### src/rtl/tlul_pkg.sv
// TL-UL channel types shared by the core-side hosts and the arbiter.
// Also holds the tag bit position and the arbiter state encoding.
package tlul_pkg;

  localparam int TL_AW  = 32;
  localparam int TL_DW  = 32;
  localparam int TL_AIW = 8;
  localparam int TL_DIW = 1;
  localparam int TL_SZW = 2;
  localparam int TL_DBW = TL_DW / 8;

  typedef enum logic [2:0] {
    PutFullData    = 3'h0,
    PutPartialData = 3'h1,
    Get            = 3'h4
  } tl_a_op_e;

  typedef enum logic [2:0] {
    AccessAck     = 3'h0,
    AccessAckData = 3'h1
  } tl_d_op_e;

  typedef struct packed {
    logic              a_valid;
    tl_a_op_e          a_opcode;
    logic [2:0]        a_param;
    logic [TL_SZW-1:0] a_size;
    logic [TL_AIW-1:0] a_source;
    logic [TL_AW-1:0]  a_address;
    logic [TL_DBW-1:0] a_mask;
    logic [TL_DW-1:0]  a_data;
    logic              d_ready;
  } tl_h2d_t;

  typedef struct packed {
    logic              d_valid;
    tl_d_op_e          d_opcode;
    logic [2:0]        d_param;
    logic [TL_SZW-1:0] d_size;
    logic [TL_AIW-1:0] d_source;
    logic [TL_DIW-1:0] d_sink;
    logic [TL_DW-1:0]  d_data;
    logic              d_error;
    logic              a_ready;
  } tl_d2h_t;

  // MSB of a_source carries the originating host index downstream.
  localparam int ArbTagBit = TL_AIW - 1;

  typedef enum logic {
    ArbIdle,
    ArbHold
  } arb_state_e;

endpackage

### src/rtl/tlul_outstanding_ctr.sv
// Per-host count of A requests accepted downstream but not yet answered.
// A decrement at zero saturates and reports a stray response instead.
module tlul_outstanding_ctr #(
  parameter int MaxOutstanding = 2,
  parameter int CntW           = $clog2(MaxOutstanding + 1)
) (
  input  logic            clock,
  input  logic            reset,
  input  logic            inc,
  input  logic            dec,
  output logic [CntW-1:0] count,
  output logic            full,
  output logic            underflow_err
);

  logic [CntW-1:0] count_q, count_d;
  logic            dec_ok;

  always_comb begin
    dec_ok        = dec && (count_q != '0);
    underflow_err = dec && (count_q == '0);
    count_d       = count_q;
    if (inc && !dec_ok) begin
      count_d = count_q + CntW'(1);
    end else if (!inc && dec_ok) begin
      count_d = count_q - CntW'(1);
    end
  end

  always_ff @(posedge clock or negedge reset) begin
    if (!reset) begin
      count_q <= '0;
    end else begin
      count_q <= count_d;
    end
  end

  assign count = count_q;
  assign full  = (count_q >= CntW'(MaxOutstanding));

endmodule

### src/rtl/tlul_host_arbiter.sv
// Two-to-one TL-UL host arbiter: round-robin A-channel grant with a hold lock,
// host index tagged into a_source MSB, D responses routed back by that tag.
module tlul_host_arbiter
  import tlul_pkg::*;
#(
  parameter int   MaxOutstanding = 2,
  parameter logic DataPriority   = 1'b1
) (
  input  logic    clock,
  input  logic    reset,
  input  tl_h2d_t tl_h0_i,
  output tl_d2h_t tl_h0_o,
  input  tl_h2d_t tl_h1_i,
  output tl_d2h_t tl_h1_o,
  output tl_h2d_t tl_d_o,
  input  tl_d2h_t tl_d_i,
  output logic    busy_o,
  output logic    err_src_o
);

  localparam int CntW = $clog2(MaxOutstanding + 1);

  arb_state_e      state_q, state_d;
  logic            sel_q, sel_d;
  logic            rr_ptr_q, rr_ptr_d;
  logic            win, gnt_valid, accept;
  logic            tag, dev_d_ready, d_beat;
  logic [1:0]      req_valid, elig, full, inc, dec, underflow;
  logic [CntW-1:0] count_h0, count_h1;

  assign req_valid = {tl_h1_i.a_valid, tl_h0_i.a_valid};
  assign elig      = req_valid & ~full;

  always_comb begin
    state_d   = state_q;
    sel_d     = sel_q;
    win       = sel_q;
    gnt_valid = 1'b0;
    unique case (state_q)
      ArbIdle: begin
        win       = (elig[0] && elig[1]) ? rr_ptr_q : elig[1];
        gnt_valid = elig[0] | elig[1];
        if (gnt_valid && !tl_d_i.a_ready) begin
          state_d = ArbHold;
          sel_d   = win;
        end
      end
      ArbHold: begin
        // A locked host that drops a_valid simply releases the lock.
        win       = sel_q;
        gnt_valid = req_valid[sel_q];
        if (!gnt_valid || tl_d_i.a_ready) begin
          state_d = ArbIdle;
        end
      end
      default: state_d = ArbIdle;
    endcase
  end

  assign accept   = gnt_valid && tl_d_i.a_ready;
  assign rr_ptr_d = accept ? ~win : rr_ptr_q;

  always_ff @(posedge clock or negedge reset) begin
    if (!reset) begin
      state_q  <= ArbIdle;
      sel_q    <= 1'b0;
      rr_ptr_q <= DataPriority;
    end else begin
      state_q  <= state_d;
      sel_q    <= sel_d;
      rr_ptr_q <= rr_ptr_d;
    end
  end

  assign tag         = tl_d_i.d_source[ArbTagBit];
  assign dev_d_ready = tag ? tl_h1_i.d_ready : tl_h0_i.d_ready;
  assign d_beat      = tl_d_i.d_valid && dev_d_ready;

  always_comb begin
    tl_d_o                     = win ? tl_h1_i : tl_h0_i;
    tl_d_o.a_valid             = gnt_valid;
    tl_d_o.a_source[ArbTagBit] = win;
    tl_d_o.d_ready             = dev_d_ready;
  end

  always_comb begin
    tl_h0_o                     = tl_d_i;
    tl_h0_o.d_source[ArbTagBit] = 1'b0;
    tl_h0_o.d_valid             = tl_d_i.d_valid && !tag;
    tl_h0_o.a_ready             = accept && !win;
    tl_h1_o                     = tl_d_i;
    tl_h1_o.d_source[ArbTagBit] = 1'b0;
    tl_h1_o.d_valid             = tl_d_i.d_valid && tag;
    tl_h1_o.a_ready             = accept && win;
  end

  assign inc = {accept && win, accept && !win};
  assign dec = {d_beat && tag, d_beat && !tag};

  tlul_outstanding_ctr #(
    .MaxOutstanding(MaxOutstanding),
    .CntW          (CntW)
  ) u_ctr_h0 (
    .clock        (clock),
    .reset        (reset),
    .inc          (inc[0]),
    .dec          (dec[0]),
    .count        (count_h0),
    .full         (full[0]),
    .underflow_err(underflow[0])
  );

  tlul_outstanding_ctr #(
    .MaxOutstanding(MaxOutstanding),
    .CntW          (CntW)
  ) u_ctr_h1 (
    .clock        (clock),
    .reset        (reset),
    .inc          (inc[1]),
    .dec          (dec[1]),
    .count        (count_h1),
    .full         (full[1]),
    .underflow_err(underflow[1])
  );

  assign err_src_o = |underflow;
  assign busy_o    = (state_q == ArbHold) || (count_h0 != '0) || (count_h1 != '0);

endmodule

### config.mk
export PLATFORM = sky130hd
export DESIGN_NAME = tlul_host_arbiter
export DESIGN_NICKNAME = d
export VERILOG_FILES = /design/src/rtl/tlul_pkg.sv /design/src/rtl/tlul_outstanding_ctr.sv /design/src/rtl/tlul_host_arbiter.sv
export SDC_FILE = /design/constraint.sdc
export NUM_CORES = 1
export LEC_CHECK = 0
export CAP_MARGIN = 40
export CORE_AREA = 2 2 162 164
export DETAILED_ROUTE_END_ITERATION = 16
export DIE_AREA = 0 0 164 166
export HOLD_SLACK_MARGIN = 0.03
export PLACE_DENSITY_LB_ADDON = 0.05
export SETUP_SLACK_MARGIN = 0.1
export SLEW_MARGIN = 15
export SYNTH_ARGS = -nofsm -noshare
export SYNTH_HDL_FRONTEND = slang
export SYNTH_SLANG_ARGS = --single-unit
### constraint.sdc
create_clock -name clock -period 5.2 [get_ports clock]
set_input_delay 1.04 -clock clock [delete_from_list [all_inputs] [get_ports clock]]
set_output_delay 1.04 -clock clock [all_outputs]
set_load 0.01 [all_outputs]
==> flow_metrics.tcl <==
set metrics [dict create \
    ctsResizeCount 0 \
    dr_total_vias 2299 \
    synth_top_family_by_area "multiplexers" \
    wirelength_um 10880 \
    cp_max_fo 28 \
    fp-row-count 59 \
    avgSynthCellArea_um2 9.860 \
    pre_cts_ws_ps 677.1 \
    grt_setup_unrepaired "no" \
    synthAdderAreaFrac_pct 1.011 \
    synthMuxAreaShare_pct 45.80 \
    finalWorstSetupSlack_ps 718.8 \
    drtPass1Iterations 4 \
    die-area_um2 27220 \
    cts_sinks 7 \
    grt_pass1_wl_um 14750 \
    clkLatencyLatePin_ps 230 \
    clock.fmax_mhz 223.2 \
    routabilityCongestion 0.6900 \
    cts_buffer_depth 2 \
    p_comb_share_pct 83.7 \
    synth-compound-area-share_pct 2.781 \
    h-tree-depth 1 \
    ys_types 30 \
    via_per_inst 3.090 \
    sequential_cell_area_um2 176.4 \
    nNetsFinal 638 \
    overflow 0 \
    synthSimpleGateAreaFrac_pct 5.207 \
    ys_async_sr_fraction_pct 100.0 \
    cts_root_buf "clkbuf_16" \
    ios 418 \
    start_util_pct 9.662 \
    tritoncts "built" \
    grt_usage_pct 7.129 \
    p_sw_mw 0.5541 \
    cts_buffers 3 \
    finalNonFillerCells 744 \
    pwr-share-seq_pct 8.1 \
    fin_setup_tns_ps 0 \
    synthToLayoutAreaGrowth_pct 94.89 \
    fin_crit_sh_pct 86.18 \
    port_buffers 266 \
    n_fill_cell 2812 \
    wl_met3_um 1666 \
    grt_pass1_vias 2392 \
    skew_ps 1.615 \
    synth_edf_count 0 \
    intPower_mw 0.9989 \
    die_h_um 166 \
    synthFlopType "dfrtp_1" \
    met2WireLength_um 5002 \
    design.core.area_um2 25620 \
    dp.cells 740 \
    wire_per_inst_um 14.62 \
    switching_share_pct 35.68 \
    synth-xor-area-share_pct 2.123 \
    cp.arrival_ps 3440 \
    hold_viol_final 0 \
    insertedDiodeCount 0 \
    final_core_util_pct 18.83 \
    dr.first_iter.drc_count 25 \
    startpoint_type "input port" \
    yosysSeqAreaShare_pct 7.128 \
    ctsHoldBuffers 0 \
    synth.cell_area_um2 2475 \
    multi_input_area_um2 1416 \
    cap_violations 0 \
    p_per_area_nw_per_um2 322.0 \
    drive_gt1_share_pct 15.16 \
    postCtsSetupRepairBufs 0 \
    hp-class "register to register" \
    ant_nets 0 \
    worst_setup_path_end_kind "primary output" \
    grt_max_degree 29 \
    leakagePower_nw 1.825 \
    final.min_clock_period_ps 4481 \
    dp_hpwl_um 9671 \
    drc_errors 0 \
    fin_total_pwr_mw 1.553 \
    synth_cells 251 \
    antenna_found_initial 0 \
    p_clk_share_pct 8.3 \
    outcome "completed" \
    wl_met1_um 4041 \
    maxUsedRoutingLayer "met5" \
    crit_type "input port to primary output" \
    cp.required_ps 4160 \
    slew_violations 0 \
    clk_pin_slew_worst_paths_ps 30 \
    yosysWarnings 0 \
    die_x_um 164 \
    setup_viol 0 \
    synth-seq-cells 7 \
    vdd_ir_drop_max_mv 0.1077 \
]
==> final timing paths <==
kind,start,slack (ps),depth (start not counted),endpoint
max,tl_h0_i[85],720,8,tl_d_o[55]
min in group asynchronous,reset,1080,1,u_ctr_h1.count[1]
max reg2reg,state_q,3000,9,u_ctr_h0.count[1]
min reg2reg,u_ctr_h1.count[0],520,1,u_ctr_h1.count[0]
min,u_ctr_h1.count[0],520,1,u_ctr_h1.count[0]
max in group asynchronous,reset,3820,1,rr_ptr_q
==> Yosys cell counts, drive strengths merged (2+ instances only) <==
master	number	area, um^2
mux2	84	1134
nor2b	4	25.02
nand2b	2	12.51
xnor2	2	17.52
and2	3	21.27
o21ai	2	10.01
buf	114	870.8
dfrtp	6	150.1
nor2	7	26.28
xor2	4	35.03
clkbuf	2	7.510
nand2	5	18.77
ha	2	25.02
inv	2	7.510
==> placed cells by master, fill, tap and decap left out, types with 2 or more instances in the layout <==
cell type / n
xnor2_1: 2
and2_1: 2
clkdlybuf4s50_1: 266
nand2b_1: 2
buf_12: 3
nand2_1: 5
ha_1: 2
clkbuf_16: 3
mux2_4: 50
mux2_1: 34
conb_1: 2
o21ai_0: 2
nor2_1: 7
dfrtp_1: 6
nor2b_1: 4
xor2_1: 4
==> per-stage QoR <==
| step | instance area, um^2 | hold WS, ps |
|---|---|---|
| 6_report | 4823 | 518.8 |
| 5_1_grt | 4823 | 555.3 |
| 4_1_cts | 4823 | 518.0 |
| 3_5_place_dp | 4745 | 509.7 |
| 3_3_place_gp | 4745 | 512.5 |
| 2_1_floorplan | 2479 | 477.6 |
==> worst max-delay path, cell delays in order <==
cell,delay (ps)
clkdlybuf4s50_1,530
inv_2,60
o311ai_2,300
and2_4,220
inv_4,170
buf_12,240
mux2_1,370
clkdlybuf4s50_1,510
==> sequential cells by signal (all words and copies together) (netlist names) <==
name,cells
u_ctr_h0.count,2
u_ctr_h1.count,2
rr_ptr_q,1
sel_q,1
state_q,1
==> layer usage <==
layer / track usage (%) / vias up
met2: 11.87 / 207
li1: - / 1056
met1: 7.762 / 1024
met3: 4.196 / 10
met4: 1.259 / 2
met5: 1.636 / -
==> power by group through the flow <==
stage	clock [mW]	combinational [mW]	sequential, mW
2_1_floorplan	0	0.803	0.102
3_3_place_gp	0	1.34	0.128
3_5_place_dp	0	1.33	0.126
4_1_cts	0.131	1.33	0.126
5_1_grt	0.136	1.39	0.131
6_report	0.128	1.30	0.126
==> cells by family after synthesis <==
family | Yosys count
buffers and inverters | 118
flip-flops | 7
XOR/XNOR | 6
AO/OA/AOI/OAI | 8
multiplexers | 84
adder cells (fa/ha/maj) | 2
other | 1
AND/OR/NAND/NOR | 25
==> layout make-up <==
class,instances,area share [%]
timing repair buffer,269,56.45
multi-input combinational,127,29.36
tap,335,8.690
sequential,7,3.658
clock buffer,4,1.634
inverter,2,0.2075
Power figures use the tool's default switching activity.
